**src/rtl/viterbi_dispatcher.sv**
```systemverilog
// viterbi_dispatcher: pushes every frame to the symbol FIFO and steers flagged frames to a credited Viterbi unit.
// Define DISPATCH_STATS_EN to add per-unit saturating dispatch counters on dispatch_count.
module viterbi_dispatcher #(
  parameter int num_of_channels = 40,
  parameter int num_of_viterbis = 4,
  parameter int sym_width       = 3,
  parameter int vit_depth       = 2,
  parameter int guard           = 2,
  parameter int cnt_width       = 16
) (
  input  logic                                      clk,
  input  logic                                      rst,
  input  logic [num_of_channels-1:0][sym_width-1:0] in_syms,
  input  logic [num_of_channels-1:0]                in_flags,
  input  logic                                      in_valid,
  output logic [num_of_channels-1:0][sym_width-1:0] syms_out,
  output logic [num_of_viterbis-1:0]                tag_out,
  output logic                                      syms_push_n,
  input  logic                                      syms_full,
  output logic [num_of_channels-1:0][sym_width-1:0] vit_syms,
  output logic [num_of_viterbis-1:0]                vit_push_n,
  input  logic [num_of_viterbis-1:0]                corr_pop_n,
  output logic [cnt_width-1:0]                      drop_count,
  output logic                                      ovf_sticky
`ifdef DISPATCH_STATS_EN
  ,
  output logic [num_of_viterbis-1:0][cnt_width-1:0] dispatch_count
`endif
);

  localparam int PW = (num_of_viterbis > 1) ? $clog2(num_of_viterbis) : 1;
  localparam int CW = $clog2(vit_depth + 1);

  typedef enum logic {ChainIdle, ChainHeld} chain_e;

  logic [num_of_channels-1:0][sym_width-1:0] symsOut_q, symsOut_d;
  logic [num_of_channels-1:0][sym_width-1:0] vitSyms_q, vitSyms_d;
  logic [num_of_viterbis-1:0] tag_q, tag_d;
  logic                       symsPushN_q, symsPushN_d;
  logic [num_of_viterbis-1:0] vitPushN_q, vitPushN_d;
  logic [cnt_width-1:0]       dropCount_q, dropCount_d;
  logic                       ovf_q, ovf_d;
  logic [CW-1:0]              credit_q [num_of_viterbis];
  logic [CW-1:0]              credit_d [num_of_viterbis];
  logic [PW-1:0]              rrPtr_q, rrPtr_d;
  chain_e                     chain_q, chain_d;
  logic [PW-1:0]              chainIdx_q, chainIdx_d;
  logic [num_of_viterbis-1:0] dispatch;
  logic                       hit;
  logic [PW-1:0]              target;
  logic [PW-1:0]              cand;

  // Tag selection: chain wins over round-robin; credit checks use only registered counts.
  always_comb begin
    symsOut_d   = symsOut_q;
    vitSyms_d   = vitSyms_q;
    tag_d       = '0;
    symsPushN_d = 1'b1;
    vitPushN_d  = '1;
    dropCount_d = dropCount_q;
    ovf_d       = ovf_q;
    rrPtr_d     = rrPtr_q;
    chain_d     = chain_q;
    chainIdx_d  = chainIdx_q;
    dispatch    = '0;
    hit         = 1'b0;
    target      = chainIdx_q;
    cand        = '0;
    if (in_valid) begin
      chain_d = ChainIdle;
      if (syms_full) begin
        if (dropCount_q != '1) dropCount_d = dropCount_q + 1'b1;
      end else begin
        symsPushN_d = 1'b0;
        symsOut_d   = in_syms;
        if (chain_q == ChainHeld) begin
          hit = (credit_q[chainIdx_q] != '0);
        end else if (|in_flags) begin
          for (int k = num_of_viterbis - 1; k >= 0; k--) begin
            cand = PW'((int'(rrPtr_q) + k) % num_of_viterbis);
            if (credit_q[cand] != '0) begin
              hit    = 1'b1;
              target = cand;
            end
          end
          if (hit) rrPtr_d = PW'((int'(target) + 1) % num_of_viterbis);
        end
        if (hit) begin
          dispatch[target] = 1'b1;
          tag_d            = dispatch;
          vitPushN_d       = ~dispatch;
          vitSyms_d        = in_syms;
        end else if ((chain_q == ChainHeld) || (|in_flags)) begin
          ovf_d = 1'b1;
        end
        if (hit && (|in_flags[num_of_channels-1 -: guard])) begin
          chain_d    = ChainHeld;
          chainIdx_d = target;
        end
      end
    end
  end

  // Returns at full credit are dropped so the count can never exceed the unit FIFO depth.
  always_comb begin
    for (int i = 0; i < num_of_viterbis; i++) begin
      credit_d[i] = credit_q[i];
      if (dispatch[i] && !(!corr_pop_n[i] && (credit_q[i] != CW'(vit_depth))))
        credit_d[i] = credit_q[i] - 1'b1;
      else if (!dispatch[i] && !corr_pop_n[i] && (credit_q[i] != CW'(vit_depth)))
        credit_d[i] = credit_q[i] + 1'b1;
    end
  end

  always_ff @(posedge clk) begin
    if (rst) begin
      symsOut_q   <= '0;
      vitSyms_q   <= '0;
      tag_q       <= '0;
      symsPushN_q <= 1'b1;
      vitPushN_q  <= '1;
      dropCount_q <= '0;
      ovf_q       <= 1'b0;
      rrPtr_q     <= '0;
      chain_q     <= ChainIdle;
      chainIdx_q  <= '0;
      for (int i = 0; i < num_of_viterbis; i++) credit_q[i] <= CW'(vit_depth);
    end else begin
      symsOut_q   <= symsOut_d;
      vitSyms_q   <= vitSyms_d;
      tag_q       <= tag_d;
      symsPushN_q <= symsPushN_d;
      vitPushN_q  <= vitPushN_d;
      dropCount_q <= dropCount_d;
      ovf_q       <= ovf_d;
      rrPtr_q     <= rrPtr_d;
      chain_q     <= chain_d;
      chainIdx_q  <= chainIdx_d;
      for (int i = 0; i < num_of_viterbis; i++) credit_q[i] <= credit_d[i];
    end
  end

  always_ff @(posedge clk) begin
    for (int i = 0; i < num_of_viterbis; i++)
      assert (rst || corr_pop_n[i] || (credit_q[i] != CW'(vit_depth)))
        else $error("credit return on unit %0d with no outstanding dispatch", i);
  end

`ifdef DISPATCH_STATS_EN
  logic [num_of_viterbis-1:0][cnt_width-1:0] dispatchCount_q;

  always_ff @(posedge clk) begin
    if (rst) begin
      dispatchCount_q <= '0;
    end else begin
      for (int i = 0; i < num_of_viterbis; i++)
        if (dispatch[i] && (dispatchCount_q[i] != '1))
          dispatchCount_q[i] <= dispatchCount_q[i] + 1'b1;
    end
  end

  assign dispatch_count = dispatchCount_q;
`endif

  assign syms_out    = symsOut_q;
  assign vit_syms    = vitSyms_q;
  assign tag_out     = tag_q;
  assign syms_push_n = symsPushN_q;
  assign vit_push_n  = vitPushN_q;
  assign drop_count  = dropCount_q;
  assign ovf_sticky  = ovf_q;

endmodule

```
**config.mk**
```make
export PLATFORM = sky130hd
export DESIGN_NAME = viterbi_dispatcher
export DESIGN_NICKNAME = d
export VERILOG_FILES = /design/src/rtl/viterbi_dispatcher.sv
export SDC_FILE = /design/constraint.sdc
export NUM_CORES = 1
export LEC_CHECK = 0
export CAP_MARGIN = 20
export CORE_AREA = 2 2 170 172
export CTS_BUF_LIST = sky130_fd_sc_hd__clkbuf_2
export DETAILED_ROUTE_END_ITERATION = 6
export DIE_AREA = 0 0 172 174
export PLACE_DENSITY = 0.81
export SLEW_MARGIN = 10
export SYNTH_ARGS = -nofsm -noshare
export SYNTH_HDL_FRONTEND = slang
export SYNTH_SLANG_ARGS = --single-unit
```
**constraint.sdc**
```tcl
create_clock -name clk -period 8.28 [get_ports clk]
set_clock_uncertainty 0.05 [all_clocks]
set_input_delay 2.484 -clock clk [delete_from_list [all_inputs] [get_ports clk]]
set_output_delay 2.484 -clock clk [all_outputs]
set_load 0.05 [all_outputs]
```
==> flow_summary.json <==
{
  "status": "finished, final reports clean",
  "mappedNetlistArea_um2": 10340,
  "routabilityCongestion": 0.8728,
  "place_area_um2": 14890,
  "n_fill_cell": 2665,
  "wl_um": 34290,
  "stdcell_count": 2161,
  "synth-edff-count": 0,
  "slowest_stage": "buf_4",
  "end_kind": "flop",
  "crit_chain": "clkdlybuf4s50_1 > nor4_1 > nand2_1 > nor2_1 > a21o_1 > or2_4 > buf_4 > nand2_1 > a21oi_1",
  "fin_crit_sh_pct": 60.16,
  "cpPeakStageDelay_ps": 710,
  "critPathCapture": "vit_syms[87]$_SDFFE_PP0P_",
  "cts.clk_slew.worst_paths_ps": 80,
  "grt_pass1_wl_um": 53240,
  "fp.coreArea_um2": 28240,
  "cp_data_required_time_ps": 8910,
  "synth-async-reset-ratio_pct": 0,
  "grt_max_degree": 100,
  "dp.cells": 2036,
  "stdcell_area_um2": 15560,
  "period_minus_slack_ps": 4981,
  "initialDrtViolationCount": 684,
  "netlist_instances": 1302,
  "setup_viol": 0,
  "cp.depth": 9,
  "floorplan.rows": 62,
  "die-area_um2": 29930,
  "final_nets": 1897,
  "syn_nets": 1471,
  "relSlewSlack_pct": 31.76,
  "clk-insertion-delay-late_ps": 810,
  "power_mw": 3.021,
  "clockBufferDepth": 3,
  "rsz0062_at_grt": "false",
  "synth_cell_types": 51,
  "finalMaxSlewViolations": 0,
  "overflow": 0,
  "critPathLaunch": "in_flags[17]",
  "hold_buffers": 0,
  "setup_tns_ps": 0,
  "critPathBufInv": 2,
  "max-cap-violations": 0,
  "path_max_fanout": 69,
  "die_w_um": 172,
  "wl_per_cell_um": 15.87,
  "start_kind": "input port",
  "drc_errors": 0,
  "synth_ff_type": "dfxtp_1",
  "cp_common_cell": "nand2_1",
  "grt_pass1_vias": 10310,
  "final_layout_size_suffix_gt1_share_pct": 7.718,
  "min_path_type": "reg -> reg",
  "ios": 434,
  "use_met3_pct": 8.470,
  "post_cts_buffers": 0,
  "grt_use_met2_pct": 35.81,
  "cts_tree": "built",
  "vias_per_cell": 4.863,
  "cpLargestDelayFamily": "simple AND/OR/NAND/NOR gates",
  "dpl.hpwl_um": 23810,
  "synth_top_area_share_pct": 54.78,
  "grt.busiest_layer": "met2",
  "io_buffers": 433,
  "ys_ff_latch": 283,
  "die_y_um": 174,
  "start_util_pct": 36.63,
  "area_delta_synth_final_pct": 50.42,
  "yosysWarnings": 0,
  "grt_use_total_pct": 22.18,
  "timing.rr.end": "vit_syms[87]$_SDFFE_PP0P_",
  "postRouteAntennaNets": 0,
  "synth_area_leaders": "dfxtp_1 55%, nand2_1 18%, a21oi_1 12%, clkbuf_1 2.9%, nor2_1 1.3%",
  "use_met1_pct": 25.17,
  "yosysSeqAreaShare_pct": 54.78,
  "tightest_slew_ps": 1024,
  "multiInputGateArea_um2": 4318,
  "seq_area_um2": 5665,
  "rrSetupSlack_ps": 4760,
  "htreeDepth": 3,
  "arrival_ps": 5610,
  "synth_area_per_cell_um2": 7.943,
  "max_freq_mhz": 200.7,
  "reg2reg_depth": 8,
  "via_count": 10510,
  "criticalPathCategory": "in -> reg",
  "clock_sinks": 283,
  "hold_viol": 0,
  "p_leak_nw": 5.712,
  "yosys.area.top_type": "dfxtp_1",
  "holdCritStartpoint": "vit_syms[98]$_SDFFE_PP0P_",
  "clockRootBuffer": "clkbuf_2",
  "fin_hold_ws_ps": 405.3,
  "firstDrtPassIters": 5,
  "antenna_found_initial": 1,
  "cts_buffers": 74,
  "powerDensity_nw_per_um2": 194.2,
  "ir_worst_vdd_uv": 120.2,
  "cts_resized": 0,
  "reg2reg_from": "credit_q[1][0]$_SDFFE_PP0P_"
}
[synth_stat cells (all sizes together), types with 2 or more instances]
| master | number |
|---|---|
| nor2 | 37 |
| inv | 8 |
| xnor2 | 6 |
| o221ai | 4 |
| o22ai | 2 |
| mux4 | 2 |
| and4 | 2 |
| o211ai | 3 |
| nand4 | 4 |
| or3 | 2 |
| and2 | 3 |
| clkbuf | 83 |
| or4 | 2 |
| dfxtp | 283 |
| o21ai | 13 |
| a21boi | 2 |
| or2 | 3 |
| nor4 | 14 |
| xor2 | 12 |
| nand2 | 497 |
| nand2b | 4 |
| nor3 | 10 |
| o21bai | 2 |
| a21o | 2 |
| a21oi | 252 |
| nor3b | 4 |
| buf | 8 |
| nand3 | 7 |
| nor2b | 10 |
| mux2i | 9 |
| and3 | 2 |
[worst min path at each step]
stage,to,cells after the start
finish,vit_syms[98]$_SDFFE_PP0P_,2
CTS,vit_syms[73]$_SDFFE_PP0P_,2
floorplan,chain_q$_SDFFE_PP0P_,2
detailed placement,vit_syms[73]$_SDFFE_PP0P_,2
global route,syms_out[74]$_SDFFE_PP0P_,2
global placement,vit_syms[67]$_SDFFE_PP0P_,2
[metal layers]
layer / part of all wire, % / wire length, um / up-vias
li1: - / - / 5152
met1: 39 / 13370 / 4816
met5: 0 / 0 / -
met3: 9.4 / 3206 / 107
met4: 4.8 / 1649 / 0
met2: 47 / 16060 / 433
[per-stage QoR]
| step | utilization, % | worst slack (ps) |
|---|---|---|
| floorplan | - | 3889 |
| global placement | 52.74 | 2637 |
| detailed placement | 52.74 | 2551 |
| CTS | 55.08 | 3434 |
| global route | 55.09 | 3210 |
| finish | 55.10 | 3299 |
[power by group]
part	leakage [nW]	switching, mW	internal (mW)
sequential	2.31	0.0400	1.42
clock	0.497	0.565	0.395
combinational	2.90	0.378	0.220
total	5.71	0.983	2.04
[sequential cells by signal, indices dropped and copies added, names as in the netlist, named ones only]
register and flops:
syms_push_n 1, syms_out 120, drop_count 16, chain_q 1, ovf_sticky 1, rrPtr_q 2
vit_push_n 4, chainIdx_q 2, credit_q 8, vit_syms 120, tag_out 4
[cells in the final DEF, fill, tap and decap left out, types with 3 or more instances in the layout]
| cell | instances |
|---|---|
| dfxtp_1 | 283 |
| xor2_1 | 12 |
| xnor2_1 | 6 |
| a21oi_1 | 252 |
| clkbuf_2 | 102 |
| clkinv_1 | 11 |
| nor4_1 | 12 |
| nor3_1 | 10 |
| mux2i_1 | 8 |
| clkinv_2 | 4 |
| nand2b_1 | 3 |
| nand3_1 | 7 |
| o21ai_0 | 11 |
| nor2_1 | 35 |
| nor2b_1 | 9 |
| nor3b_1 | 4 |
| nand4_1 | 4 |
| clkdlybuf4s50_1 | 432 |
| buf_4 | 8 |
| o221ai_1 | 3 |
| inv_1 | 8 |
| nand2_1 | 497 |
[kinds of logic after synthesis]
family,Yosys count,share of synthesized area (%)
xor+xnor,18,1.524
simple gates,601,23.66
buf+inv,99,3.714
flops,283,54.78
compound gates,288,14.75
fa+ha+maj,1,0.1210
mux,12,1.452
[worst register-to-register path, delay by kind of cell, from the launching register on]
family / cells / cell delay [ps]
compound gates: 3 / 620
buf+inv: 1 / 770
flops: 1 / 380
mux: 1 / 410
simple gates: 3 / 1150
[area by class of cell]
class,instances,area share [%]
inverters,8,0.1930
well taps,384,3.088
clock inverters,21,0.9651
diodes,2,0.03217
flip-flops and latches,283,36.42
clock buffers,102,3.281
multi-input cells,920,27.75
repair buffers,441,28.27
(Power assumes the default switching activity.)
